File: src/rtl/riscv_run_ctrl.sv
// riscv_run_ctrl: core reset sequencer and run monitor (HOLD -> RUN -> DONE).
// Optional heartbeat watchdog enabled by defining RUN_CTRL_HEARTBEAT_EN.
module riscv_run_ctrl #(
    parameter int                GPIO_W     = 8,
    parameter int                RST_CYCLES = 10,
    parameter int                MAX_CYCLES = 1000,
    parameter int                CNT_W      = 32,
    parameter logic [GPIO_W-1:0] PASS_CODE  = GPIO_W'(8'h01),
    parameter logic [GPIO_W-1:0] FAIL_CODE  = GPIO_W'(8'hFF),
    parameter int                HB_CYCLES  = 256
) (
    input  logic              clk,
    input  logic              rstn,
    input  logic [GPIO_W-1:0] gpio_i,
    input  logic              restart,
    output logic              core_rstn,
    output logic              running,
    output logic              done,
    output logic              pass,
    output logic              fail,
    output logic              timeout,
    output logic [CNT_W-1:0]  cycle_cnt
);

    typedef enum logic [1:0] {
        HOLD = 2'd0,
        RUN  = 2'd1,
        DONE = 2'd2
    } state_t;

    localparam int HW = (RST_CYCLES > 1) ? $clog2(RST_CYCLES) : 1;
    localparam logic [HW-1:0]    HOLD_LAST = HW'(RST_CYCLES - 1);
    localparam logic [CNT_W-1:0] RUN_LAST  = CNT_W'(MAX_CYCLES - 1);

    if (RST_CYCLES < 1 || MAX_CYCLES < 2 || HB_CYCLES < 1) begin : g_param_chk
        $error("riscv_run_ctrl: illegal parameter value");
    end

    state_t            state;
    logic [HW-1:0]     hold_cnt;
    logic [GPIO_W-1:0] gpio_q;
    logic              hb_hit;
    logic              fail_hit;
    logic              pass_hit;
    logic              to_hit;

    // Single register stage on the observed bus; all decisions use gpio_q
    always_ff @(posedge clk or negedge rstn) begin
        if (!rstn) gpio_q <= '0;
        else       gpio_q <= gpio_i;
    end

`ifdef RUN_CTRL_HEARTBEAT_EN
    localparam int HBW = (HB_CYCLES > 1) ? $clog2(HB_CYCLES) : 1;
    localparam logic [HBW-1:0] HB_LAST = HBW'(HB_CYCLES - 1);

    logic [GPIO_W-1:0] gpio_p;
    logic [HBW-1:0]    hb_cnt;
    logic              gpio_same;

    assign gpio_same = (gpio_q == gpio_p);
    assign hb_hit    = (state == RUN) && gpio_same && (hb_cnt == HB_LAST);

    // Counts consecutive RUN cycles with an unchanged registered gpio
    always_ff @(posedge clk or negedge rstn) begin
        if (!rstn) begin
            gpio_p <= '0;
            hb_cnt <= '0;
        end else begin
            gpio_p <= gpio_q;
            if (restart || state != RUN || !gpio_same) hb_cnt <= '0;
            else if (hb_cnt != HB_LAST)                hb_cnt <= hb_cnt + 1'b1;
        end
    end
`else
    assign hb_hit = 1'b0;
`endif

    // Fail outranks pass, so equal codes report fail
    assign fail_hit = (gpio_q == FAIL_CODE) || hb_hit;
    assign pass_hit = (gpio_q == PASS_CODE);
    assign to_hit   = (cycle_cnt == RUN_LAST);

    // Main sequencer with registered outputs
    always_ff @(posedge clk or negedge rstn) begin
        if (!rstn) begin
            state     <= HOLD;
            hold_cnt  <= '0;
            core_rstn <= 1'b0;
            running   <= 1'b0;
            done      <= 1'b0;
            pass      <= 1'b0;
            fail      <= 1'b0;
            timeout   <= 1'b0;
            cycle_cnt <= '0;
        end else if (restart) begin
            state     <= HOLD;
            hold_cnt  <= '0;
            core_rstn <= 1'b0;
            running   <= 1'b0;
            done      <= 1'b0;
            pass      <= 1'b0;
            fail      <= 1'b0;
            timeout   <= 1'b0;
            cycle_cnt <= '0;
        end else begin
            unique case (state)
                HOLD: begin
                    if (hold_cnt == HOLD_LAST) begin
                        state     <= RUN;
                        core_rstn <= 1'b1;
                        running   <= 1'b1;
                        cycle_cnt <= '0;
                    end else begin
                        hold_cnt <= hold_cnt + 1'b1;
                    end
                end
                RUN: begin
                    if (fail_hit || pass_hit || to_hit) begin
                        state   <= DONE;
                        running <= 1'b0;
                        done    <= 1'b1;
                        fail    <= fail_hit;
                        pass    <= !fail_hit && pass_hit;
                        timeout <= !fail_hit && !pass_hit;
                    end else if (cycle_cnt != '1) begin
                        cycle_cnt <= cycle_cnt + 1'b1;
                    end
                end
                DONE: begin
                    state <= DONE;
                end
                default: begin
                    state <= HOLD;
                end
            endcase
        end
    end

endmodule

File: config.mk
export PLATFORM = sky130hd
export DESIGN_NAME = riscv_run_ctrl
export DESIGN_NICKNAME = d
export VERILOG_FILES = /design/src/rtl/riscv_run_ctrl.sv
export SDC_FILE = /design/constraint.sdc
export NUM_CORES = 1
export LEC_CHECK = 0
export BUFFER_PORTS_ARGS = -buffer_cell sky130_fd_sc_hd__buf_2
export CORE_ASPECT_RATIO = 0.5
export CORE_MARGIN = 2
export CORE_UTILIZATION = 45
export DETAILED_ROUTE_END_ITERATION = 8
export PLACE_DENSITY_LB_ADDON = 0.08
export SKIP_CTS_REPAIR_TIMING = 1
export SLEW_MARGIN = 40
export SYNTH_ARGS = -nofsm -noshare
export SYNTH_HDL_FRONTEND = slang
export SYNTH_SLANG_ARGS = --single-unit
File: constraint.sdc
create_clock -name clk -period 3 [get_ports clk]
set_clock_uncertainty 0.2 [all_clocks]
set_input_delay 0.6 -clock clk [delete_from_list [all_inputs] [get_ports clk]]
set_output_delay 0.6 -clock clk [all_outputs]
set_load 0.1 [all_outputs]
# Yosys cells after proc, flatten, opt, wreduce, memory -nomap -nowiden
# Index checks and enable logic that the tools add are counted.
# op_classes
n_addsub,2
eq_ne,12
n_mux,30
n_reduce_logical,18
# op_table
op,count
$mux W32,4
$pmux W32 S2,1
$add A32 B1 Y32 const B,1
$eq A32 B10 Y1 const B,1
$ne A32 B32 Y1 const B,1
$mux W1,17
$mux W4,3
$ne A3 B3 Y1 const B,4
$eq A8 B1 Y1 const B,1
$eq A8 B8 Y1 const B,1
$reduce_and A2 Y1,4
$reduce_bool A2 Y1,4
$mux W2,3
$pmux W2 S3,1
$add A4 B1 Y4 const B,1
$eq A4 B4 Y1 const B,1
$reduce_and A4 Y1,1
$reduce_and A3 Y1,1
$reduce_bool A3 Y1,1
$eq A2 B1 Y1 const B,1
$eq A2 B2 Y1 const B,1
$logic_and A1 B1 Y1,2
$logic_not A1 Y1,2
$logic_not A2 Y1,1
other kinds (3),4
# totals
reg_bits,52
in_bits,11
out_inout_bits,38
word_cells,72

# Depth between registers and ports, before layout
# Gate-level depths: netlist of run 1.
# depth
word_depth,6
mapped_depth,10

# Worst setup path after synthesis of run 1
# No wires, ideal clock.
# synth_timing
path_type,flip-flop to flip-flop
from,reg cycle_cnt[1]
to,reg cycle_cnt[22]
arrival_ps,2809
required_time_ps,2673
slack_ps,-135
stages_incl_launch_ff,8
n_path_buf,0
path_cell_list,dfrtp_1 -> ha_1 -> nand4_1 -> or3_4 -> nor3_2 -> nand3_1 -> and2_0 -> a221o_2
# synth_via
elab_chain_len,5
# synth_lines
item,line,text
"start, declared",22,output logic [CNT_W-1:0] cycle_cnt
"start signal, assigned",127,cycle_cnt <= cycle_cnt + 1'b1;
$add A32 B1 Y32,127,
$mux W32,126,end else if (cycle_cnt != '1) begin
$mux W32,119,if (fail_hit || pass_hit || to_hit) begin
$pmux W32 S2,107,unique case (state)
$mux W32,96,end else if (restart) begin
# Parallel ways exist; a longest one is shown, timed or not. The select of a mux whose other input is x is not followed.
# A chain may end at the register's enable or synchronous reset.

# Final worst setup path of run 1
# layout_timing
from,reg cycle_cnt[0]
to,reg cycle_cnt[30]
# The elaborated chain is that of the path after synthesis.

==> results of run 1 <==
-- placed cells by master, fill, tap and decap left out, types with 12 or more instances in the layout --
cell type  instances
nor3_1            14
o21ai_0           16
nand3_1           14
dfrtp_1           50
nand4_1           13
a21oi_1           14
nand2_1           26
a31oi_1           12
nor2_1            24
buf_2             48
-- worst max path at each step --
stage	startpoint	end	slack, ns	cells after the start
after floorplan	cycle_cnt[2]	cycle_cnt[22]	0.05	7
after global routing	cycle_cnt[1]	cycle_cnt[29]	0.14	7
after global placement	cycle_cnt[2]	cycle_cnt[29]	0.44	6
after detailed placement	cycle_cnt[0]	cycle_cnt[30]	0.39	7
after CTS	cycle_cnt[0]	cycle_cnt[30]	0.38	7
final	cycle_cnt[0]	cycle_cnt[30]	0.34	7
-- layer usage --
| metal | global-route usage (%) | wire (µm) | vias up |
|---|---|---|---|
| li1 | - | - | 1303 |
| met1 | 35.0 | 4090 | 1341 |
| met2 | 34.5 | 3380 | 123 |
| met3 | 5.83 | 657 | 11 |
| met4 | 7.65 | 87 | 0 |
| met5 | 0 | 0 | - |
-- layout make-up --
type,count,area (µm²)
flip-flops and latches,52,1300
clock inverters,2,16.3
repair buffers,59,323
clock buffers,6,129
well taps,88,110
multi-input cells,242,1560
inverters,7,26.3
fillers,561,2760
-- stage by stage --
| step | power (µW) | setup slack (ns) | utilization [%] | hold WS [ns] |
|---|---|---|---|---|
| detailed placement | 966 | 0.390 | 53.3 | 0.301 |
| floorplan | 904 | 0.0516 | - | 0.104 |
| global placement | 959 | 0.435 | 53.3 | 0.283 |
| global route | 1600 | 0.144 | 55.6 | 0.0635 |
| CTS | 1550 | 0.382 | 55.6 | 0.0449 |
| finish | 1530 | 0.342 | 55.6 | 0.0285 |
-- sequential cells by signal, indices dropped and copies added, names as in the netlist --
signal / count
cycle_cnt: 32
pass: 1
fail: 1
timeout: 1
running: 1
gpio_q: 8
core_rstn: 1
hold_cnt: 4
done: 1
state: 2
-- power by group through the flow --
stage / clock network [µW] / logic (µW) / registers [µW]
global placement: 0 / 205 / 755
floorplan: 0 / 127 / 777
finish: 578 / 211 / 742
global route: 621 / 232 / 745
CTS: 595 / 211 / 742
detailed placement: 0 / 210 / 756
-- worst max-delay path, cell delays in order, from the launching register on --
cell,delay [ns]
dfrtp_2,0.41
ha_1,0.29
nand4_1,0.16
or3_4,0.45
or2_4,0.30
o21ai_1,0.45
or4_1,0.19
nand3_1,0.07
-- cells by family after synthesis --
group / Yosys count
AO/OA/AOI/OAI: 82
AND/OR/NAND/NOR: 148
buffers and inverters: 20
multiplexers: 4
XOR/XNOR: 2
flip-flops: 52
adder cells (fa/ha/maj): 6
==> impl_metrics.yaml, run 1 <==
synth:
  synthFlopType: "dfrtp_1"
  syn_area_mm2: 0.00299
  synth_top_family_by_area: "simple AND/OR/NAND/NOR gates"
  synth_top_area_cell: "dfrtp_1"
  ys_ff_latch: 52
  ys_async_sr_fraction_pct: 100
  syn-num-nets: 331
  synth_edf_count: 0
  synthCells: 314
  ys_seq_area_share_pct: 43.6
  synthXorXnorAreaFrac_pct: 0.587
  ys_warn_count: 0
  synth.area.mux_share_pct: 1.38
  synth_commonest_cells: "dfrtp_1 (52), nand2_1 (26), nor2_1 (24)"
  yosys.area_share.simple_pct: 28.0
  synth_compound_area_share_pct: 19.7
  synth_area_leaders: "dfrtp_1 (44%), nand2_1 (3.3%), nor2_1 (3.0%), a21o_1 (2.8%), and3_2 (2.8%)"
  yosysMostFrequentCell: "dfrtp_1"
  synth.distinct_cells: 62
  avgSynthCellArea_um2: 9.51
  synth_adder_area_share_pct: 2.51
  synth_top_cell_area_share_pct: 43.6
pwr:
  clkPwrFrac_pct: 37.8
  switchingPower_uw: 431
  p_sw_share_pct: 28.1
  leakagePower_uw: 0.00165
  seqPwrFrac_pct: 48.5
  peakVddDrop_uv: 315
  p_int_uw: 1100
  power_density_mw_per_mm2: 441
  p_comb_share_pct: 13.8
sta:
  tightest_slew_ns: 0.566
  hold_violations: 0
  relSlewSlack_pct: 62.0
  post-route-period-util_pct: 88.6
  fmax_mhz: 376
  fin_setup_tns_ns: 0
  fin_crit_ns: 2.66
  rsz0062_at_grt: "false"
  finalSetupViolCount: 0
  report.final.slew_viol_count: 0
finish:
  final_cells: 456
  stdcell_area_mm2: 0.00347
  area_delta_synth_final_pct: 16.1
  drive_gt1_share_pct: 27.2
  nets: 384
  diodes: 0
placed_design:
  placed_area_mm2: 0.00332
  place_inst: 448
  post-dp-hpwl_um: 5890
  routabilityCongestion: 0.899
  io_buffer_count: 48
grt:
  grt_max_degree: 22
  grt_pass1_vias: 2568
  antenna_found_initial: 0
  overflow: 0
  grt_util_all_layers_pct: 23.8
  grt_pass1_wl_um: 13300
min_path:
  hold_class: "primary input to async pin"
die:
  ios: 49
  core_area_mm2: 0.00623
  die_h_um: 61.6
  die_w_um: 119
  die-area_mm2: 0.00734
  initial_core_util_pct: 47.9
  row_count: 20
clocking:
  tritoncts: "done"
  cts_buffers: 5
  clock_sink_count: 52
  clk_path_buf_depth: 2
  htree_levels: 2
  clk_pin_slew_ns: 0.07
  clkLatencyLatePin_ns: 0.30
  cts-root-buf: "clkbuf_16"
critical_path:
  rr_worst_depth: 7
  critPathMaxFanout: 7
  r2r-end: "cycle_cnt[30]"
  arrival_ns: 2.63
  crit_path_start_kind: "flip-flop"
  r2r_slack_ns: 0.34
  cp-end-kind: "flip-flop"
  critPathKind: "flip-flop to flip-flop"
  worst_ep_required_time_ns: 2.98
  reg2reg_from: "cycle_cnt[0]"
route:
  first_iter_violations: 354
  wirelength_um: 8210
  viasPerCell: 6.09
  drtPass1Iterations: 5
  drc: 0
  vias: 2778
  wl_per_cell_um: 18.0
  antenna_left: 0
job:
  max_cap_violations: 0
outcome:
  outcome: "completed"
Power figures use the tool's default switching activity.
==> run 2, diff against run 1 <==
--- a/config.mk
+++ b/config.mk
@@ -6,7 +6,7 @@
 export NUM_CORES = 1
 export LEC_CHECK = 0
 export BUFFER_PORTS_ARGS = -buffer_cell sky130_fd_sc_hd__buf_2
-export CORE_ASPECT_RATIO = 0.5
+export CORE_ASPECT_RATIO = 1.4
 export CORE_MARGIN = 2
 export CORE_UTILIZATION = 45
 export DETAILED_ROUTE_END_ITERATION = 8
==> constraint.sdc (replaced) <==
create_clock -name clk -period 3.05 [get_ports clk]
set_clock_uncertainty 0.2 [all_clocks]
set_input_delay 0.61 -clock clk [delete_from_list [all_inputs] [get_ports clk]]
set_output_delay 0.61 -clock clk [all_outputs]
set_load 0.1 [all_outputs]
==> impl_metrics.yaml, run 2 (synthesis gave the netlist of run 1 again) <==
outcome:
  outcome: "completed"
finish:
  seq_area_mm2: 0.00130
  top_register: "cycle_cnt"
  diodes: 0
  final_cell_mix: "dfrtp_1 (50), buf_2 (48), nand2_1 (26), nor2_1 (24), o21ai_0 (16)"
  area_delta_synth_final_pct: 14.2
  reg.largest.list: "cycle_cnt x32, gpio_q x8, hold_cnt x4"
  largest_register_ffs: 32
  layout_commonest_cell: "dfrtp_1"
  multi_input_area_mm2: 0.00156
  fill_cells: 618
  nets: 380
  final_cells: 438
  stdcell_area_mm2: 0.00341
  drive_gt1_share_pct: 26.6
grt:
  antenna_found_initial: 0
  overflow: 0
  grt_util_all_layers_pct: 22.2
  grt_max_degree: 32
  grt_pass1_wl_um: 12700
  grt_pass1_vias: 2601
sta:
  hold_violations: 0
  report.final.slew_viol_count: 0
  fmax_mhz: 373
  relSlewSlack_pct: 45.4
  tightest_slew_ns: 0.817
  finalSetupViolCount: 0
  rsz0062_at_grt: "false"
  fin_setup_tns_ns: 0
  fin_crit_ns: 2.68
  post-route-period-util_pct: 87.9
route:
  wirelength_um: 7710
  viasPerCell: 6.16
  drc: 0
  wl_per_cell_um: 17.6
  first_iter_violations: 152
  vias: 2700
  drtPass1Iterations: 5
  antenna_left: 0
critical_path:
  critPathMaxFanout: 7
  worst_ep_required_time_ns: 3.04
  arrival_ns: 2.67
  critPathKind: "flip-flop to flip-flop"
  cp-end-kind: "flip-flop"
  crit_path_start_kind: "flip-flop"
min_path:
  hold_class: "primary input to async pin"
clocking:
  clkLatencyLatePin_ns: 0.31
  cts-root-buf: "clkbuf_8"
  tritoncts: "done"
  clk_path_buf_depth: 2
  htree_levels: 2
  clk_pin_slew_ns: 0.10
  clock_sink_count: 52
  cts_buffers: 5
job:
  max_cap_violations: 0
die:
  ios: 49
  die-area_mm2: 0.00731
  die_w_um: 72.9
  initial_core_util_pct: 45.8
  row_count: 35
  die_h_um: 100
  core_area_mm2: 0.00653
pwr:
  leakagePower_uw: 0.00163
  power_density_mw_per_mm2: 416
  peakVddDrop_uv: 271
placed_design:
  routabilityCongestion: 0.887
  place_inst: 430
  io_buffer_count: 48
  post-dp-hpwl_um: 5620
  placed_area_mm2: 0.00330
[run 2: worst max-delay path, cell delays in order, from the launching register on]
cell,delay (ns)
dfrtp_2,0.42
ha_1,0.30
nand4_1,0.17
or3_4,0.45
or2_4,0.29
o21ai_1,0.46
or4_1,0.20
nand3_1,0.07
[run 2: area by class of cell]
cell class                      instances  share of cell area [%]
Tap cell                               74                    2.71
Inverter                                7                   0.770
Clock inverter                          3                    1.25
Timing Repair Buffer                   55                    9.32
Multi-Input combinational cell        242                    45.7
Sequential cell                        52                    38.2
Clock buffer                            5                    2.02
[run 2: metrics by stage]
stage	setup slack, ns	hold slack [ns]	power (µW)	utilization [%]
after global placement	0.463	0.280	950	50.6
after floorplan	0.102	0.114	889	-
after CTS	0.395	0.0862	1440	52.3
after detailed placement	0.402	0.278	955	50.6
final	0.369	0.0579	1420	52.3
after global routing	0.190	0.103	1480	52.3
[run 2: power breakdown]
part           switching [µW]  total (µW)  internal (µW)
registers                20.9         732            711
clock network             236         479            243
logic                     140         208           67.7
[run 2: metal layers]
layer  global-route usage, %  vias to the layer above  wire, µm
met5                       0                        -         0
met4                    8.12                        0       197
met3                    2.91                       23       318
met2                    38.5                       87      3850
met1                    27.9                     1300      3350
li1                        -                     1290         -
[run 2: final timing paths]
path,start,end,slack [ns],cells after the start
setup reg to reg,cycle_cnt[1],cycle_cnt[30],0.37,7
setup / recovery,cycle_cnt[1],cycle_cnt[30],0.37,7
hold reg to reg,done,done,0.29,2
max in group asynchronous,rstn,cycle_cnt[0],2.02,2
min in group clk,gpio_i[5],gpio_q[5],0.21,1
hold / removal,rstn,cycle_cnt[17],0.06,1
